**src/rtl/word_ser_pkg.sv**
```systemverilog
// Shared types and defaults for the MSB-first word serializer.
package word_ser_pkg;

  localparam int WORD_SER_W = 8;

  typedef enum logic {
    IDLE  = 1'b0,
    SHIFT = 1'b1
  } state_t;

endpackage

```
**src/rtl/word_ser_hold.sv**
```systemverilog
// One-word skid buffer that queues the next word while the shifter is busy.
module word_ser_hold #(
  parameter int W = 8
) (
  input  logic         clk,
  input  logic         reset,
  input  logic         load,
  input  logic [W-1:0] load_data,
  input  logic         drain,
  output logic         full,
  output logic [W-1:0] data
);

  // A load needs an empty buffer and a drain needs a full one, so the two never coincide.
  always_ff @(posedge clk) begin
    if (reset) begin
      full <= 1'b0;
      data <= '0;
    end else if (load) begin
      full <= 1'b1;
      data <= load_data;
    end else if (drain) begin
      full <= 1'b0;
    end
  end

endmodule

```
**src/rtl/word_serializer.sv**
```systemverilog
// Parallel-to-serial converter, MSB first, with a valid/ready handshake on both sides.
// Define WORD_SER_HOLD_EN to add a one-word hold buffer for back-to-back streaming.
//
// state | meaning
// IDLE  | shift register empty, nothing on dout
// SHIFT | word loaded, dout carries its current MSB
module word_serializer
  import word_ser_pkg::*;
#(
  parameter int W = WORD_SER_W
) (
  input  logic         clk,
  input  logic         reset,
  input  logic [W-1:0] din,
  input  logic         din_valid,
  output logic         din_ready,
  output logic         dout,
  output logic         dout_valid,
  input  logic         dout_ready,
  output logic         dout_first,
  output logic         dout_last
);

  localparam int CW = (W > 1) ? $clog2(W) : 1;

  state_t         state_q;
  state_t         state_d;
  logic [W-1:0]   sreg_q;
  logic [CW-1:0]  cnt_q;
  logic           accept;
  logic           consume;
  logic           last_bit;
  logic           next_avail;
  logic [W-1:0]   next_data;

  assign accept   = din_valid && din_ready;
  assign consume  = (state_q == SHIFT) && dout_ready;
  assign last_bit = (cnt_q == CW'(W - 1));

`ifdef WORD_SER_HOLD_EN
  logic         hold_full;
  logic [W-1:0] hold_data;
  logic         hold_load;
  logic         hold_drain;

  // Ready comes from the registered hold flag only, so a word offered while
  // the hold drains waits one cycle.
  assign din_ready  = !hold_full;
  assign hold_load  = accept && (state_q == SHIFT) && !(consume && last_bit);
  assign hold_drain = consume && last_bit && hold_full;
  assign next_avail = hold_full || accept;
  assign next_data  = hold_full ? hold_data : din;

  word_ser_hold #(.W(W)) u_hold (
    .clk       (clk),
    .reset     (reset),
    .load      (hold_load),
    .load_data (din),
    .drain     (hold_drain),
    .full      (hold_full),
    .data      (hold_data)
  );
`else
  assign din_ready  = (state_q == IDLE);
  assign next_avail = accept;
  assign next_data  = din;
`endif

  always_ff @(posedge clk) begin
    if (reset) begin
      state_q <= IDLE;
    end else begin
      state_q <= state_d;
    end
  end

  always_comb begin
    state_d = state_q;
    case (state_q)
      IDLE:    if (accept) state_d = SHIFT;
      SHIFT:   if (consume && last_bit && !next_avail) state_d = IDLE;
      default: state_d = IDLE;
    endcase
  end

  always_comb begin
    dout_valid = (state_q == SHIFT);
    dout       = dout_valid && sreg_q[W-1];
    dout_first = dout_valid && (cnt_q == '0);
    dout_last  = dout_valid && last_bit;
  end

  // Consuming the last bit clears the register when no word follows, keeping dout low in IDLE.
  always_ff @(posedge clk) begin
    if (reset) begin
      sreg_q <= '0;
      cnt_q  <= '0;
    end else if (state_q == IDLE) begin
      if (accept) begin
        sreg_q <= din;
        cnt_q  <= '0;
      end
    end else if (consume) begin
      if (last_bit) begin
        sreg_q <= next_avail ? next_data : '0;
        cnt_q  <= '0;
      end else begin
        sreg_q <= {sreg_q[W-2:0], 1'b0};
        cnt_q  <= cnt_q + CW'(1);
      end
    end
  end

endmodule

```
**config.mk**
```make
export PLATFORM = sky130hd
export DESIGN_NAME = word_serializer
export DESIGN_NICKNAME = d
export VERILOG_FILES = /design/src/rtl/word_ser_pkg.sv /design/src/rtl/word_ser_hold.sv /design/src/rtl/word_serializer.sv
export SDC_FILE = /design/constraint.sdc
export NUM_CORES = 1
export LEC_CHECK = 0
export BUFFER_PORTS_ARGS = -buffer_cell sky130_fd_sc_hd__buf_2
export CORE_MARGIN = 2
export CORE_UTILIZATION = 43
export DETAILED_ROUTE_END_ITERATION = 8
export PLACE_DENSITY = 0.71
export SKIP_CTS_REPAIR_TIMING = 1
export SLEW_MARGIN = 20
export SYNTH_ARGS = -nofsm -noshare
export SYNTH_HDL_FRONTEND = slang
export SYNTH_SLANG_ARGS = --single-unit
```
**constraint.sdc**
```tcl
create_clock -name clk -period 1.2 [get_ports clk]
set_input_delay 0.24 -clock clk [delete_from_list [all_inputs] [get_ports clk]]
set_output_delay 0.24 -clock clk [all_outputs]
set_load 0.01 [all_outputs]
```
==> results.cfg, run 1 <==
[setup_path]
worstPathArrival_ns = 1.23
path_class = reg2out
cp-start-kind = flip-flop
required_ns = 0.96
crit_path_max_fanout = 4
ff2ff_setup_slack_ns = -0.09
r2r_start = cnt_q[0]
r2r_cells = 4
cp-end-kind = output pin
r2r-end = cnt_q[0]

[layout]
nFillCells = 115
regArea_um2 = 246
area_delta_synth_final_pct = 43.6
nets = 107
multi_input_area_um2 = 413
diodes = 0
layout.cells.non_filler = 105
drive_gt1_share_pct = 47.8

[global_route]
grt_pass1_vias = 458
track_usage_pct = 18.1
grt_max_degree = 13
grt_overflow = 0
grt_pass1_wl_um = 1950
antenna_found_initial = 0

[min_path]
hp-class = in2reg
hp-start = din[0]
holdPathStages = 3
holdPathEnd = sreg_q[0]

[die]
die_area_um2 = 1670
start_util_pct = 45.6
die_h_um = 40.9
coreArea_um2 = 1280
die_w_um = 40.9
ioPinCount = 17
core.rowCount = 13

[power]
peakVddDrop_mv = 0.649
power.total_mw = 0.940
p_leak_nw = 0.359
power_density_nw_per_um2 = 1120

[logic_synthesis]
syn_nets = 85
yosys.area.top_type_share_pct = 41.0
ys_ff_latch = 12
avgSynthCellArea_um2 = 8.49
ys_warn_count = 0
syn_area_um2 = 586
synth_area_leaders = dfxtp_1, ha_1, nor2b_1
synth_cell_types = 20
yosysSeqAreaShare_pct = 41.0
synth_top_cell_by_area = dfxtp_1
synth_cells = 69

[route]
drtPass1Iterations = 4
drtIter0Drc = 7
drc = 0
detail-route-antenna-nets = 0
via_per_inst = 5.28
wirelength_um = 1450
vias = 554
wl_per_cell_um = 13.8

[timing]
tightestPinTransition_ns = 0.289
final-setup-viol-count = 11
final_max_slew_viol_count = 0
min_period_over_period_pct = 123
min_period_ns = 1.47
clock.fmax_ghz = 0.679
maxSlewHeadroom_pct = 80.8
fin_skew_ns = 0.00168
hold_viol_final = 0
rsz0062_at_grt = true
timing.final.ws_setup_ns = -0.272

[clock_tree]
insertion_delay_ns = 0.27
clk_pin_slew_worst_paths_ns = 0.08
cts_max_level = 1
cts_made_buffers = 3
cts_root_buffer = clkbuf_4
cts.sinks = 12
cts_tree = built
cts_buffer_depth = 2

[status]
status = finished with violations
violations = setup timing

[placed_design]
dpl.hpwl_um = 914
gp_congestion = 0.702
portBuffers = 16
dp.cells = 101

[job]
maxCapViolCount = 0
sequential cells by signal (all words and copies together) (netlist names):
register / count
cnt_q: 3
dout_valid: 1
sreg_q: 8
critical path, cell delays in order, from the launching register on:
cell and delay (ns):
dfxtp_4 0.36, ha_4 0.17, ha_4 0.16, and2_4 0.16, buf_6 0.11
metrics by stage:
step / area, µm² / setup TNS (ns) / setup slack, ns / hold slack [ns] / utilization [%]
5_1_grt: 841 / -1.75 / -0.306 / 0.222 / 65.4
4_1_cts: 738 / -1.35 / -0.382 / 0.228 / 57.4
3_5_place_dp: 702 / -0.590 / -0.0904 / 0.482 / 54.6
3_3_place_gp: 702 / -0.355 / -0.0732 / 0.476 / 54.6
6_report: 841 / -0.884 / -0.272 / 0.235 / 65.4
2_1_floorplan: 592 / 0 / 0.00750 / 0.319 / -
cell families (layout without fill, tap and decap cells):
| family | count (synthesis) | in the layout | share of synthesized area, % |
|---|---|---|---|
| adder cells (fa/ha/maj) | 4 | 4 | 8.55 |
| flip-flops | 12 | 12 | 41.0 |
| multiplexers | 2 | 2 | 3.63 |
| AO/OA/AOI/OAI | 12 | 12 | 13.5 |
| buffers and inverters | 5 | 26 | 3.85 |
| AND/OR/NAND/NOR | 34 | 34 | 29.5 |
cells in the mapped netlist:
cell type,number
a211oi_1,1
mux2i_1,1
nand4b_1,1
clkbuf_1,1
a21oi_1,2
and2_1,2
nor3_1,7
buf_4,1
mux2_2,1
nand2_2,1
a32oi_1,2
or2b_1,1
nand2_1,3
nor2_1,11
dfxtp_1,12
inv_1,3
o22ai_1,7
nor2b_1,7
or3_1,1
ha_1,4
routing by layer:
layer | GRT usage (%) | vias to the layer above | wire length, µm
met3 | 3.26 | 4 | 59
met5 | 0 | - | 0
li1 | - | 283 | -
met1 | 26.0 | 252 | 667
met2 | 25.0 | 15 | 697
met4 | 10.0 | 0 | 21
area by class of cell:
type | instances | share of cell area [%]
multi-input cells | 52 | 49.1
flip-flops and latches | 12 | 29.3
repair buffers | 19 | 13.4
clock buffers | 4 | 4.32
well taps | 15 | 2.23
inverters | 3 | 1.64
cell usage in the layout, fill, tap and decap left out, types with 3 or more instances in the layout:
cell type	instances
dfxtp_1	9
nor2b_1	5
ha_4	3
o22ai_1	5
nor3_1	6
buf_2	15
clkbuf_4	3
nor2_1	10
worst max path at each step:
stage | cells after the start | endpoint | startpoint
2_1_floorplan | 4 | dout_valid | cnt_q[0]
4_1_cts | 4 | dout_last | cnt_q[1]
6_report | 4 | dout_last | cnt_q[0]
3_5_place_dp | 6 | sreg_q[4] | cnt_q[1]
3_3_place_gp | 6 | sreg_q[1] | cnt_q[1]
5_1_grt | 4 | dout_last | cnt_q[0]
report_power, final:
| part | internal (mW) | leakage (nW) | switching (mW) |
|---|---|---|---|
| sequential | 0.426 | 0.100 | 0.0230 |
| combinational | 0.0844 | 0.237 | 0.0815 |
| clock | 0.184 | 0.0210 | 0.140 |
| total | 0.695 | 0.359 | 0.245 |
(Power assumes the default switching activity.)
==> inputs of run 2 (changes only) <==
Settings changed: BUFFER_PORTS_ARGS -buffer_cell sky130_fd_sc_hd__buf_2 to -buffer_cell sky130_fd_sc_hd__buf_4, CORE_MARGIN 2 to unset.
==> run 2 against run 1 <==
  * The flow still finishes with violations (setup timing)
  * Clock skew is 0.00062 ns higher
  * Die area is 9.5% lower
  * Clock-buffer cell count unchanged
  * Utilization rose by 11 points
  * Maximum frequency up 1.4%
  * Critical path type unchanged
  * Routed wire length fell by 0.83%
  * Setup slack gained 0.020 ns
  * Worst hold slack worse by 0.042 ns
  * First-iteration DRC count is 57% higher
  * Critical path depth unchanged
  * Largest cell class unchanged
  * Via count increased by 3.2%
==> results.cfg, run 2 (synthesized netlist as in run 1, its figures left out) <==
[setup_path]
crit_path_max_fanout = 3
path_class = reg2out
r2r_cells = 7
worstPathArrival_ns = 1.21
ff2ff_setup_slack_ns = -0.16
r2r_start = cnt_q[1]
r2r-end = sreg_q[2]
cp-end-kind = output pin
cp-start-kind = flip-flop
required_ns = 0.96

[timing]
maxSlewHeadroom_pct = 81.5
final-setup-viol-count = 8
timing.final.ws_setup_ns = -0.252
min_period_over_period_pct = 121
rsz0062_at_grt = true
timing.hold.ws_ns = 0.193
fin_skew_ns = 0.00231
final_max_slew_viol_count = 0
tns_ns = -1.05
tightestPinTransition_ns = 0.273
clock.fmax_ghz = 0.689
min_period_ns = 1.45
hold_viol_final = 0

[route]
wl_met1_um = 705
detail-route-antenna-nets = 0
wirelength_um = 1430
vias = 572
drtIter0Drc = 11
via_per_inst = 5.20
top_layer = met4
wl_per_cell_um = 13.0
drtPass1Iterations = 4
dr_wl_met2_um = 646
route.met3.wl_um = 65
drc = 0

[die]
die_area_um2 = 1510
coreArea_um2 = 1190
die_w_um = 38.9
start_util_pct = 49.4
core.rowCount = 12
ioPinCount = 17
die_h_um = 38.9

[layout]
final_cell_mix = buf_4, nor2_1, dfxtp_1
area_delta_synth_final_pct = 54.5
final_core_util_pct = 76.3
diodes = 0
largest_reg_flops = 8
regMostFlops = sreg_q
final_common_cell = buf_4
drive_gt1_share_pct = 49.0
nets = 113

[placed_design]
dpl.hpwl_um = 958
portBuffers = 16
gp_congestion = 0.773

[power]
power_density_nw_per_um2 = 1050
power.switching_mw = 0.242
p_comb_share_pct = 18.8
power.total_mw = 0.952
peakVddDrop_mv = 0.798
seq_power_share_pct = 47.0
p_leak_nw = 0.392
p_clk_share_pct = 34.2
power.internal_mw = 0.710
swShare_pct = 25.4

[clock_tree]
cts_buffer_depth = 2
cts_root_buffer = clkbuf_4
cts_max_level = 1
cts_tree = built
insertion_delay_ns = 0.28
clk_pin_slew_worst_paths_ns = 0.08
cts_made_buffers = 3
cts.sinks = 12

[status]
status = finished with violations
violations = setup timing

[min_path]
hp-class = in2reg
holdPathEnd = dout_valid
hp-start = dout_ready
holdPathStages = 2

[global_route]
grt_pass1_vias = 530
track_usage_pct = 22.1
grt_pass1_wl_um = 2160
grt_max_degree = 13
grt_overflow = 0
antenna_found_initial = 0

[job]
maxCapViolCount = 0
-- run 2: how the worst max path moves through the flow --
stage	cells past startpoint	endpoint	start	slack [ns]
2_1_floorplan	4	dout_valid	cnt_q[0]	0.007
3_3_place_gp	6	sreg_q[3]	cnt_q[0]	-0.06
5_1_grt	4	dout_last	cnt_q[1]	-0.29
3_5_place_dp	6	sreg_q[3]	cnt_q[0]	-0.10
6_report	4	dout_last	cnt_q[1]	-0.25
4_1_cts	4	dout_last	cnt_q[0]	-0.39
-- run 2: power groups by stage --
| stage | clock network, mW | registers (mW) | logic [mW] |
|---|---|---|---|
| after detailed placement | 0 | 0.453 | 0.161 |
| after floorplan | 0 | 0.448 | 0.0947 |
| final | 0.325 | 0.447 | 0.179 |
| after CTS | 0.334 | 0.444 | 0.162 |
| after global routing | 0.356 | 0.450 | 0.195 |
| after global placement | 0 | 0.452 | 0.158 |
-- run 2: layer usage --
metal	global-route usage [%]	vias up
met5	0	-
met4	15.5	0
met3	6.94	2
met2	32.5	17
met1	26.8	256
li1	-	297
-- run 2: cell type report --
| cell class | instances | area (µm²) |
|---|---|---|
| fill | 83 | 282 |
| timing repair buffer | 25 | 199 |
| clock buffer | 4 | 36.3 |
| tap | 14 | 17.5 |
| multi-input combinational | 52 | 397 |
| sequential | 12 | 244 |
| inverter | 3 | 11.3 |
-- run 2: per-stage QoR --
step	area [µm²]	instances	setup slack, ns
2_1_floorplan	592	69	0.00750
3_3_place_gp	763	103	-0.0596
3_5_place_dp	763	103	-0.104
4_1_cts	800	107	-0.393
5_1_grt	905	110	-0.290
6_report	905	110	-0.252
-- run 2: critical path, cell delays in order (launching register included) --
cell and delay, ns:
dfxtp_2 0.34, ha_4 0.17, ha_4 0.16, and2_4 0.15
buf_6 0.11
==> inputs of run 3 (changes only) <==
Settings changed: GPL_TIMING_DRIVEN set to 0.
==> run 3 against run 2 <==
  * The flow still finishes with violations (setup timing)
  * Die area stayed put
  * Global-route usage is 0.17 points lower
  * Sequential share of layout area increased by 0.31 points
  * Clock power rose by 2%
  * Via count is the same
  * Setup slack improved by 0.0071 ns
  * Non-clock buffer count fell by 2
  * Sequential power is 1% lower
  * First-iteration DRC count rose by 45%
  * Utilization down 0.11 points
  * Maximum frequency is 0.49% higher
  * Largest cell class unchanged
==> results.cfg, run 3 (synthesized netlist as in run 1, its figures left out) <==
[die]
ioPinCount = 17
die_area_um2 = 1510
die_h_um = 38.9
coreArea_um2 = 1190
start_util_pct = 49.4
die_w_um = 38.9
core.rowCount = 12

[timing]
fin_skew_ns = 0.00395
final_max_slew_viol_count = 0
tightestPinTransition_ns = 0.511
timing.final.ws_setup_ns = -0.245
hold_viol_final = 0
min_period_over_period_pct = 120
final-setup-viol-count = 11
tns_ns = -0.991
maxSlewHeadroom_pct = 65.9
clock.fmax_ghz = 0.692
rsz0062_at_grt = true
min_period_ns = 1.44

[layout]
largest_reg_flops = 8
final_common_cell = buf_4
drive_gt1_share_pct = 46.8
diodes = 0
final_core_util_pct = 76.2
final_cell_mix = buf_4, nor2_1, dfxtp_1, nor3_1, o22ai_1
regMostFlops = sreg_q
area_delta_synth_final_pct = 54.3
nFillCells = 91
nets = 111
finalInstanceArea_um2 = 903

[power]
power.internal_mw = 0.715
peakVddDrop_mv = 0.927
p_clk_share_pct = 34.2
power_density_nw_per_um2 = 1070
p_leak_nw = 0.386
power.switching_mw = 0.253
power.total_mw = 0.969
seq_power_share_pct = 45.7
swShare_pct = 26.1
p_comb_share_pct = 20.2

[placed_design]
dp_slack_ns = -0.173
portBuffers = 16
gp_congestion = 0.724
placed_cell_area_um2 = 729
dpl.hpwl_um = 907

[job]
maxCapViolCount = 0

[setup_path]
cpMostUsedCell = ha_4
worstPathArrival_ns = 1.20
required_ns = 0.96
cp-start-kind = flip-flop
cp_cell_sequence = ha_4 -> ha_4 -> and2_4 -> buf_6
crit_family = flip-flops
path_class = reg2out
cp_num_buf_inv = 1
slowest_delay_ns = 0.37
cp-end-kind = output pin
crit_path_max_fanout = 4
slowest_stage = dfxtp_4

[clock_tree]
cts_root_buffer = clkbuf_4
cts_buffer_depth = 2
cts_made_buffers = 3
cts.sinks = 12
cts_tree = built
insertion_delay_ns = 0.28
cts_max_level = 1
clk_pin_slew_worst_paths_ns = 0.08

[route]
detail-route-antenna-nets = 0
drtPass1Iterations = 4
wl_met1_um = 691
drtIter0Drc = 16
via_per_inst = 5.30
drc = 0
top_layer = met4
vias = 572
wl_per_cell_um = 14.5
wirelength_um = 1560
dr_wl_met2_um = 780
route.met3.wl_um = 75

[global_route]
track_usage_pct = 21.9
antenna_found_initial = 0
grt_pass1_vias = 491
grt_pass1_wl_um = 2170
grt_max_degree = 11
grt_overflow = 0

[status]
violations = setup timing
status = finished with violations

[min_path]
hp-class = in2reg
-- run 3: path summary, 6_finish.rpt --
kind                  start   endpoint  slack (ns)  depth (start not counted)
setup reg to reg   cnt_q[0]   cnt_q[0]       -0.18                          5
hold reg to reg   sreg_q[5]  sreg_q[5]        0.50                          2
setup / recovery   cnt_q[0]  dout_last       -0.24                          4
hold / removal        reset  sreg_q[5]        0.13                          2
-- run 3: stage by stage --
stage / instances / hold slack [ns]
6_report: 108 / 0.134
3_5_place_dp: 99 / 0.429
5_1_grt: 108 / 0.125
3_3_place_gp: 99 / 0.425
2_1_floorplan: 69 / 0.319
4_1_cts: 103 / 0.134
-- run 3: cell type report --
cell class	count	area (µm²)	share of cell area, %
inverters	3	11.3	1.25
flip-flops and latches	12	246	27.3
plain buffers	2	15.0	1.66
clock buffers	4	36.3	4.02
repair buffers	21	163	18.0
well taps	14	17.5	1.94
multi-input cells	52	414	45.8
-- run 3: per-layer routing --
layer  up-vias  track usage, %
li1        292               -
met1       260            26.6
met2        18            34.6
met3         2            10.4
met4         0            5.17
met5         -               0
-- run 3: power by group through the flow --
stage | Sequential, mW | Clock, mW | Combinational, mW
after global placement | 0.449 | 0 | 0.157
after global routing | 0.445 | 0.359 | 0.212
final | 0.442 | 0.331 | 0.195
after CTS | 0.441 | 0.335 | 0.161
after floorplan | 0.448 | 0 | 0.0947
after detailed placement | 0.450 | 0 | 0.159
-- run 3: worst reg2reg max path: cells and delay by family, from the launching register on --
family,cells,cell delay (ns)
AO/OA/AOI/OAI,1,0.12
adder cells (fa/ha/maj),2,0.32
buffers and inverters,1,0.14
flip-flops,1,0.37
AND/OR/NAND/NOR,1,0.38
